<file path="src/rtl/mc_ctrl_fsm_if.sv">
// Bundle of the IR fields, ALU status flags and control outputs exchanged
// between the multi-cycle datapath (master) and its control FSM (slave).
interface mc_ctrl_fsm_if;
  logic [5:0] op;
  logic [5:0] funct;
  logic [4:0] rt;
  logic       zero;
  logic       overflow;
  logic       nCondition;
  logic       PCWr;
  logic       IRWr;
  logic       RegWr;
  logic       MemWr;
  logic       ALUSrc;
  logic [1:0] ALUOp;
  logic       write_30;
  logic [1:0] ExtOp;
  logic [1:0] NPCOp;
  logic [1:0] RegDst;
  logic [1:0] MemtoReg;
  logic       illegal;
  logic [3:0] state;

  modport master (
    output op, funct, rt, zero, overflow, nCondition,
    input  PCWr, IRWr, RegWr, MemWr, ALUSrc, ALUOp, write_30, ExtOp,
           NPCOp, RegDst, MemtoReg, illegal, state
  );

  modport slave (
    input  op, funct, rt, zero, overflow, nCondition,
    output PCWr, IRWr, RegWr, MemWr, ALUSrc, ALUOp, write_30, ExtOp,
           NPCOp, RegDst, MemtoReg, illegal, state
  );
endinterface

</file>
<file path="src/rtl/mc_ctrl_fsm.sv">
// Multi-cycle MIPS-subset control unit: decodes the IR fields and walks
// FETCH/DECODE/EXECUTE/MEM/WRITEBACK, driving ALU, extender, next-PC and
// write-enable controls combinationally from the current state.
module mc_ctrl_fsm (
  input  logic         clk,
  input  logic         reset,
  mc_ctrl_fsm_if.slave bus
);

  typedef enum logic [3:0] {
    S_FETCH  = 4'd0,
    S_DECODE = 4'd1,
    S_MA     = 4'd2,
    S_MR     = 4'd3,
    S_MWB    = 4'd4,
    S_MW     = 4'd5,
    S_EXE    = 4'd6,
    S_RWB    = 4'd7,
    S_BR     = 4'd8,
    S_JMP    = 4'd9
  } state_t;

  state_t state_q, state_d;

  logic       is_r, is_addu, is_subu, is_slt, is_jr;
  logic       is_ori, is_lui, is_addi, is_lw, is_sw;
  logic       is_beq, is_bgezal, is_j, is_jal;
  logic       is_mem, is_alu, is_br, is_jmp;

  logic       exe_alu_src, exe_write_30;
  logic [1:0] exe_alu_op, exe_ext_op;

  logic       pc_wr, ir_wr, reg_wr, mem_wr, alu_src, write_30, illegal;
  logic [1:0] alu_op, ext_op, npc_op, reg_dst, mem_to_reg;

  assign is_r      = (bus.op == 6'b000000);
  assign is_addu   = is_r && (bus.funct == 6'b100001);
  assign is_subu   = is_r && (bus.funct == 6'b100011);
  assign is_slt    = is_r && (bus.funct == 6'b101010);
  assign is_jr     = is_r && (bus.funct == 6'b001000);
  assign is_ori    = (bus.op == 6'b001101);
  assign is_lui    = (bus.op == 6'b001111);
  assign is_addi   = (bus.op == 6'b001000);
  assign is_lw     = (bus.op == 6'b100011);
  assign is_sw     = (bus.op == 6'b101011);
  assign is_beq    = (bus.op == 6'b000100);
  assign is_bgezal = (bus.op == 6'b000001) && (bus.rt == 5'b10001);
  assign is_j      = (bus.op == 6'b000010);
  assign is_jal    = (bus.op == 6'b000011);

  assign is_mem = is_lw | is_sw;
  assign is_alu = is_addu | is_subu | is_slt | is_ori | is_lui | is_addi;
  assign is_br  = is_beq | is_bgezal;
  assign is_jmp = is_j | is_jal | is_jr;

  // State register; reset drops straight back to FETCH without waiting for clk
  always_ff @(posedge clk or posedge reset) begin
    if (reset) state_q <= S_FETCH;
    else       state_q <= state_d;
  end

  // Next-state selection; any undefined encoding falls back to FETCH
  always_comb begin
    state_d = S_FETCH;
    case (state_q)
      S_FETCH:  state_d = S_DECODE;
      S_DECODE: begin
        if (is_mem)      state_d = S_MA;
        else if (is_alu) state_d = S_EXE;
        else if (is_br)  state_d = S_BR;
        else if (is_jmp) state_d = S_JMP;
        else             state_d = S_FETCH;
      end
      S_MA:     state_d = is_lw ? S_MR : S_MW;
      S_MR:     state_d = S_MWB;
      S_EXE:    state_d = S_RWB;
      default:  state_d = S_FETCH;
    endcase
  end

  // ALU setup shared by EXE and RWB so the result stays stable through writeback
  always_comb begin
    exe_alu_op   = 2'b00;
    exe_alu_src  = 1'b0;
    exe_ext_op   = 2'b00;
    exe_write_30 = 1'b0;
    if (is_subu) exe_alu_op = 2'b01;
    if (is_slt)  exe_alu_op = 2'b11;
    if (is_ori) begin
      exe_alu_op  = 2'b10;
      exe_alu_src = 1'b1;
    end
    if (is_lui) begin
      exe_alu_op  = 2'b10;
      exe_alu_src = 1'b1;
      exe_ext_op  = 2'b10;
    end
    if (is_addi) begin
      exe_alu_src  = 1'b1;
      exe_ext_op   = 2'b01;
      exe_write_30 = 1'b1;
    end
  end

  // Per-state control outputs; write enables and illegal are masked during reset
  always_comb begin
    pc_wr      = 1'b0;
    ir_wr      = 1'b0;
    reg_wr     = 1'b0;
    mem_wr     = 1'b0;
    alu_src    = 1'b0;
    alu_op     = 2'b00;
    write_30   = 1'b0;
    ext_op     = 2'b00;
    npc_op     = 2'b00;
    reg_dst    = 2'b00;
    mem_to_reg = 2'b00;
    illegal    = 1'b0;
    case (state_q)
      S_FETCH: begin
        pc_wr = 1'b1;
        ir_wr = 1'b1;
      end
      S_DECODE: illegal = ~(is_mem | is_alu | is_br | is_jmp);
      S_MA: begin
        alu_src = 1'b1;
        ext_op  = 2'b01;
      end
      S_MWB: begin
        reg_wr     = 1'b1;
        mem_to_reg = 2'b01;
      end
      S_MW: begin
        mem_wr  = 1'b1;
        alu_src = 1'b1;
        ext_op  = 2'b01;
      end
      S_EXE: begin
        alu_op   = exe_alu_op;
        alu_src  = exe_alu_src;
        ext_op   = exe_ext_op;
        write_30 = exe_write_30;
      end
      S_RWB: begin
        alu_op   = exe_alu_op;
        alu_src  = exe_alu_src;
        ext_op   = exe_ext_op;
        write_30 = exe_write_30;
        reg_wr   = 1'b1;
        reg_dst  = is_r ? 2'b01 : 2'b00;
        if (is_addi && bus.overflow) begin
          reg_dst    = 2'b11;
          mem_to_reg = 2'b11;
        end
      end
      S_BR: begin
        npc_op = 2'b01;
        if (is_beq) begin
          alu_op = 2'b01;
          pc_wr  = bus.zero;
        end else if (is_bgezal) begin
          pc_wr      = ~bus.nCondition;
          reg_wr     = 1'b1;
          reg_dst    = 2'b10;
          mem_to_reg = 2'b10;
        end
      end
      S_JMP: begin
        pc_wr  = 1'b1;
        npc_op = is_jr ? 2'b11 : 2'b10;
        if (is_jal) begin
          reg_wr     = 1'b1;
          reg_dst    = 2'b10;
          mem_to_reg = 2'b10;
        end
      end
      default: ;
    endcase
    if (reset) begin
      pc_wr   = 1'b0;
      ir_wr   = 1'b0;
      reg_wr  = 1'b0;
      mem_wr  = 1'b0;
      illegal = 1'b0;
    end
  end

  assign bus.PCWr     = pc_wr;
  assign bus.IRWr     = ir_wr;
  assign bus.RegWr    = reg_wr;
  assign bus.MemWr    = mem_wr;
  assign bus.ALUSrc   = alu_src;
  assign bus.ALUOp    = alu_op;
  assign bus.write_30 = write_30;
  assign bus.ExtOp    = ext_op;
  assign bus.NPCOp    = npc_op;
  assign bus.RegDst   = reg_dst;
  assign bus.MemtoReg = mem_to_reg;
  assign bus.illegal  = illegal;
  assign bus.state    = state_q;

endmodule

</file>
<file path="src/flat_wrapper.sv">
// flat-port wrapper written by rule: the top's interface ports become plain ports
module mc_ctrl_fsm_flat 
  (clk, reset, bus_op, bus_funct, bus_rt, bus_zero, bus_overflow, bus_nCondition, bus_PCWr, bus_IRWr, bus_RegWr, bus_MemWr, bus_ALUSrc, bus_ALUOp, bus_write_30, bus_ExtOp, bus_NPCOp, bus_RegDst, bus_MemtoReg, bus_illegal, bus_state);
  mc_ctrl_fsm_if bus_i ();
  input  logic clk;
  input  logic reset;
  input wire logic [$bits(bus_i.op)-1:0] bus_op;
  input wire logic [$bits(bus_i.funct)-1:0] bus_funct;
  input wire logic [$bits(bus_i.rt)-1:0] bus_rt;
  input wire logic [$bits(bus_i.zero)-1:0] bus_zero;
  input wire logic [$bits(bus_i.overflow)-1:0] bus_overflow;
  input wire logic [$bits(bus_i.nCondition)-1:0] bus_nCondition;
  output wire logic [$bits(bus_i.PCWr)-1:0] bus_PCWr;
  output wire logic [$bits(bus_i.IRWr)-1:0] bus_IRWr;
  output wire logic [$bits(bus_i.RegWr)-1:0] bus_RegWr;
  output wire logic [$bits(bus_i.MemWr)-1:0] bus_MemWr;
  output wire logic [$bits(bus_i.ALUSrc)-1:0] bus_ALUSrc;
  output wire logic [$bits(bus_i.ALUOp)-1:0] bus_ALUOp;
  output wire logic [$bits(bus_i.write_30)-1:0] bus_write_30;
  output wire logic [$bits(bus_i.ExtOp)-1:0] bus_ExtOp;
  output wire logic [$bits(bus_i.NPCOp)-1:0] bus_NPCOp;
  output wire logic [$bits(bus_i.RegDst)-1:0] bus_RegDst;
  output wire logic [$bits(bus_i.MemtoReg)-1:0] bus_MemtoReg;
  output wire logic [$bits(bus_i.illegal)-1:0] bus_illegal;
  output wire logic [$bits(bus_i.state)-1:0] bus_state;
  assign bus_i.op = bus_op;
  assign bus_i.funct = bus_funct;
  assign bus_i.rt = bus_rt;
  assign bus_i.zero = bus_zero;
  assign bus_i.overflow = bus_overflow;
  assign bus_i.nCondition = bus_nCondition;
  assign bus_PCWr = bus_i.PCWr;
  assign bus_IRWr = bus_i.IRWr;
  assign bus_RegWr = bus_i.RegWr;
  assign bus_MemWr = bus_i.MemWr;
  assign bus_ALUSrc = bus_i.ALUSrc;
  assign bus_ALUOp = bus_i.ALUOp;
  assign bus_write_30 = bus_i.write_30;
  assign bus_ExtOp = bus_i.ExtOp;
  assign bus_NPCOp = bus_i.NPCOp;
  assign bus_RegDst = bus_i.RegDst;
  assign bus_MemtoReg = bus_i.MemtoReg;
  assign bus_illegal = bus_i.illegal;
  assign bus_state = bus_i.state;
  mc_ctrl_fsm u_core (.clk(clk), .reset(reset), .bus(bus_i));
endmodule
</file>
<file path="config.mk">
export PLATFORM = sky130hd
export DESIGN_NAME = mc_ctrl_fsm_flat
export DESIGN_NICKNAME = d
export VERILOG_FILES = /design/src/rtl/mc_ctrl_fsm_if.sv /design/src/rtl/mc_ctrl_fsm.sv /design/src/flat_wrapper.sv
export SDC_FILE = /design/constraint.sdc
export NUM_CORES = 1
export LEC_CHECK = 0
export ABC_AREA = 1
export CAP_MARGIN = 10
export CORE_MARGIN = 5
export CORE_UTILIZATION = 38
export CTS_CLUSTER_DIAMETER = 120
export CTS_CLUSTER_SIZE = 20
export DETAILED_ROUTE_END_ITERATION = 10
export GPL_ROUTABILITY_DRIVEN = 0
export PLACE_DENSITY_LB_ADDON = 0.08
export SLEW_MARGIN = 5
export SYNTH_ARGS = -nofsm -noshare
export SYNTH_HDL_FRONTEND = slang
export SYNTH_SLANG_ARGS = --single-unit
</file>
<file path="constraint.sdc">
create_clock -name clk -period 1.7 [get_ports clk]
set_input_delay 0.255 -clock clk [delete_from_list [all_inputs] [get_ports clk]]
set_output_delay 0.255 -clock clk [all_outputs]
set_load 0.01 [all_outputs]
</file>
==> impl_metrics.py <==
metrics = {
    "run_status": {
        "status": "finished with violations",
        "violations": "setup timing",
    },
    "grt": {
        "grt_first_pass_wirelength_mm": 6.29,
        "grtUsageTotal": 0.291,
        "grt_max_degree": 7,
        "grt_overflow": 0,
        "antenna_found_initial": 0,
        "grt_pass1_vias": 1454,
    },
    "setup_path": {
        "cpLargestDelayFamily": "simple AND/OR/NAND/NOR gates",
        "worst_ep_required_time_ns": 1.44,
        "cp_slowest_stage_delay_ns": 0.43,
        "crit_start": "u_core.bus.state[1]$_DFF_PP0_",
        "start_kind": "register",
        "cp_data_arrival_time_ns": 1.67,
        "rr_startpoint": "u_core.bus.state[3]$_DFF_PP0_",
        "critPathMaxFanout": 4,
        "crit_chain": "or2_4 -> nor2_4 -> buf_6 -> nand2_2 -> nand2_1 -> o21ai_1 -> inv_1 -> buf_6",
        "cp_slowest_cell": "dfrtp_1",
        "crit_path_end_kind": "output port",
        "critPathMostFrequentCell": "buf_6",
        "timing.critical_path.buf_inv": 3,
        "critPathKind": "register to output port",
    },
    "sta": {
        "max_freq_mhz": 519,
        "setup_viol": 16,
        "drv_slew": 0,
        "period_minus_slack_ns": 1.93,
        "skew_ns": 0.00348,
        "timing.hold.ws_ns": 0.492,
        "rsz0062_at_grt": "true",
        "tightest_slew_ns": 0.310,
        "hold_viol_final": 0,
        "slew_headroom": 0.792,
        "finalCritPeriodShare": 1.13,
        "fin_ws_ns": -0.228,
    },
    "cts": {
        "numCtsBuffers": 3,
        "htreeDepth": 1,
        "clock_sinks": 4,
        "clock-root-buffer": "clkbuf_4",
        "cts_tree": "done",
        "clk_pin_slew_ns": 0.04,
        "clock_path_buffers": 2,
        "clkLatencyLatePin_ns": 0.25,
    },
    "synth": {
        "synth_most_common_cell": "nand2_1",
        "synth_area_leaders": "nand2_1 (19%), nor2_1 (14%), dfrtp_1 (13%)",
        "avgSynthCellArea_sq_um": 5.21,
        "yosys_warnings": 0,
        "async_flop_share": 1.00,
        "seq_area_frac_synth": 0.131,
        "syn_inst": 147,
        "syn_nets": 169,
        "synth_top_area_cell": "nand2_1",
        "synth_edf_count": 0,
        "synth_ff_type": "dfrtp_1",
        "ys_types": 22,
        "ys_seq_elements": 4,
        "synth_commonest_cells": "nand2_1 (38), nor2_1 (29), inv_1 (19)",
        "synth_top_area_share": 0.186,
        "syn_area_sq_um": 766,
    },
    "die": {
        "io_pins": 43,
        "num_rows": 16,
        "die_area_sq_um": 3010,
        "fp.dieW_um": 54.9,
        "start_util": 0.394,
        "die_h_um": 54.9,
        "core_area_sq_um": 1940,
    },
    "worst_hold_path": {
        "hp-class": "input port to async pin",
    },
    "routing": {
        "postRouteAntennaNets": 0,
        "drt-pass1-iter-count": 6,
        "vias": 1593,
        "routed_via_density": 5.88,
        "routedWlPerCell_um": 19.4,
        "routed_wl_mm": 5.25,
        "drtIter0Drc": 92,
        "route.detailed.drc": 0,
    },
    "finish": {
        "syn2layout_area_growth_pct": 124,
        "drive_gt1_frac": 0.496,
        "layout.nets": 268,
        "n_antenna_cell": 0,
        "largest_reg_flops": 4,
    },
    "power": {
        "p_leak_uw": 0.000920,
        "power_density_nw_per_um2": 644,
        "ir_worst_vdd_uv": 790,
    },
    "place": {
        "post-dp-hpwl_mm": 2.64,
        "io_buffer_count": 42,
        "place_ws_ns": -0.703,
    },
    "job": {
        "cap_violations": 0,
    },
}
[layer usage]
| metal | vias to the layer above | wire length, um | GRT usage |
|---|---|---|---|
| met5 | - | 0 | 0 |
| met4 | 0 | 500 | 0.146 |
| met3 | 62 | 481 | 0.0509 |
| met2 | 149 | 2530 | 0.569 |
| met1 | 715 | 1740 | 0.287 |
| li1 | 667 | - | - |
[path summary, 6_finish.rpt]
check	endpoint	slack, ns	cells after the start
hold reg to reg	u_core.bus.state[1]$_DFF_PP0_	0.88	5
setup reg to reg	u_core.bus.state[2]$_DFF_PP0_	0.11	10
min in group clk	u_core.bus.state[3]$_DFF_PP0_	0.58	5
max in group asynchronous	u_core.bus.state[0]$_DFF_PP0_	1.10	3
hold / removal	u_core.bus.state[2]$_DFF_PP0_	0.49	3
setup / recovery	bus_RegWr	-0.23	8
[worst min-delay path: cells and delay by family]
kind     cells  cell delay [ns]
buf+inv      3             0.81
[timing repair]
item | CTS | global route
resized for setup | 108 | 27
pin swaps | 19 | 17
buffers inserted | 13 | 3
cloned | 0 | 0
endpoints found under the setup margin | 17 | 17
hold buffers | 0 | 0
[layout by cell type (no fill, tap or decap)]
cell	Yosys	layout
nand4_1	4	4
nor3_1	4	2
nand2_4	1	4
a21oi_2	0	1
nor2_4	1	12
clkbuf_2	0	3
nor2_2	8	10
o21bai_1	1	1
nand3_2	0	2
inv_1	19	16
buf_6	0	7
nor3_2	0	2
nand3_1	12	10
a31oi_1	1	1
o21ai_0	4	2
and2_4	1	1
a21oi_1	7	6
nand2_1	38	31
nor2_8	1	1
or2_4	1	1
dlymetal6s2s_1	0	1
nand4_2	1	1
nor4_1	1	1
dfrtp_1	4	4
dlygate4sd2_1	0	6
clkbuf_4	0	3
buf_4	0	47
clkdlybuf4s15_1	0	4
clkdlybuf4s50_1	0	13
inv_2	5	7
nor2_1	29	16
inv_6	0	1
o21ai_1	3	5
buf_2	0	13
nand2_2	1	5
[power by group]
group / leakage (uW) / switching (uW) / internal [uW] / total [uW]
sequential: 0.0000533 / 22.5 / 114 / 136
clock: 0.0000138 / 53.8 / 80.0 / 134
combinational: 0.000853 / 427 / 410 / 836
total: 0.000920 / 503 / 604 / 1110
[cell type report]
class,instances,area (sq um)
tap,27,33.8
fill,90,224
clock buffer,3,22.5
multi-input combinational,119,719
sequential,4,100
inverter,24,95.1
timing repair buffer,94,747
[cell families (layout without fill, tap and decap cells)]
family	count (synthesis)	count (layout)	share of synthesized area
buf+inv	24	121	0.118
simple gates	103	103	0.642
compound gates	16	16	0.109
flops	4	4	0.131
[through the flow]
stage / total power, uW / area (sq um) / std cells / utilization / TNS, ns
final: 1110 / 1720 / 271 / 0.885 / -1.96
after global routing: 1150 / 1720 / 271 / 0.885 / -2.93
after CTS: 980 / 1660 / 268 / 0.853 / -0.274
after detailed placement: 752 / 1490 / 252 / 0.767 / -8.74
after global placement: 737 / 1490 / 252 / 0.767 / -8.06
after floorplan: 371 / 766 / 147 / - / 0
Power figures use the tool's default switching activity.
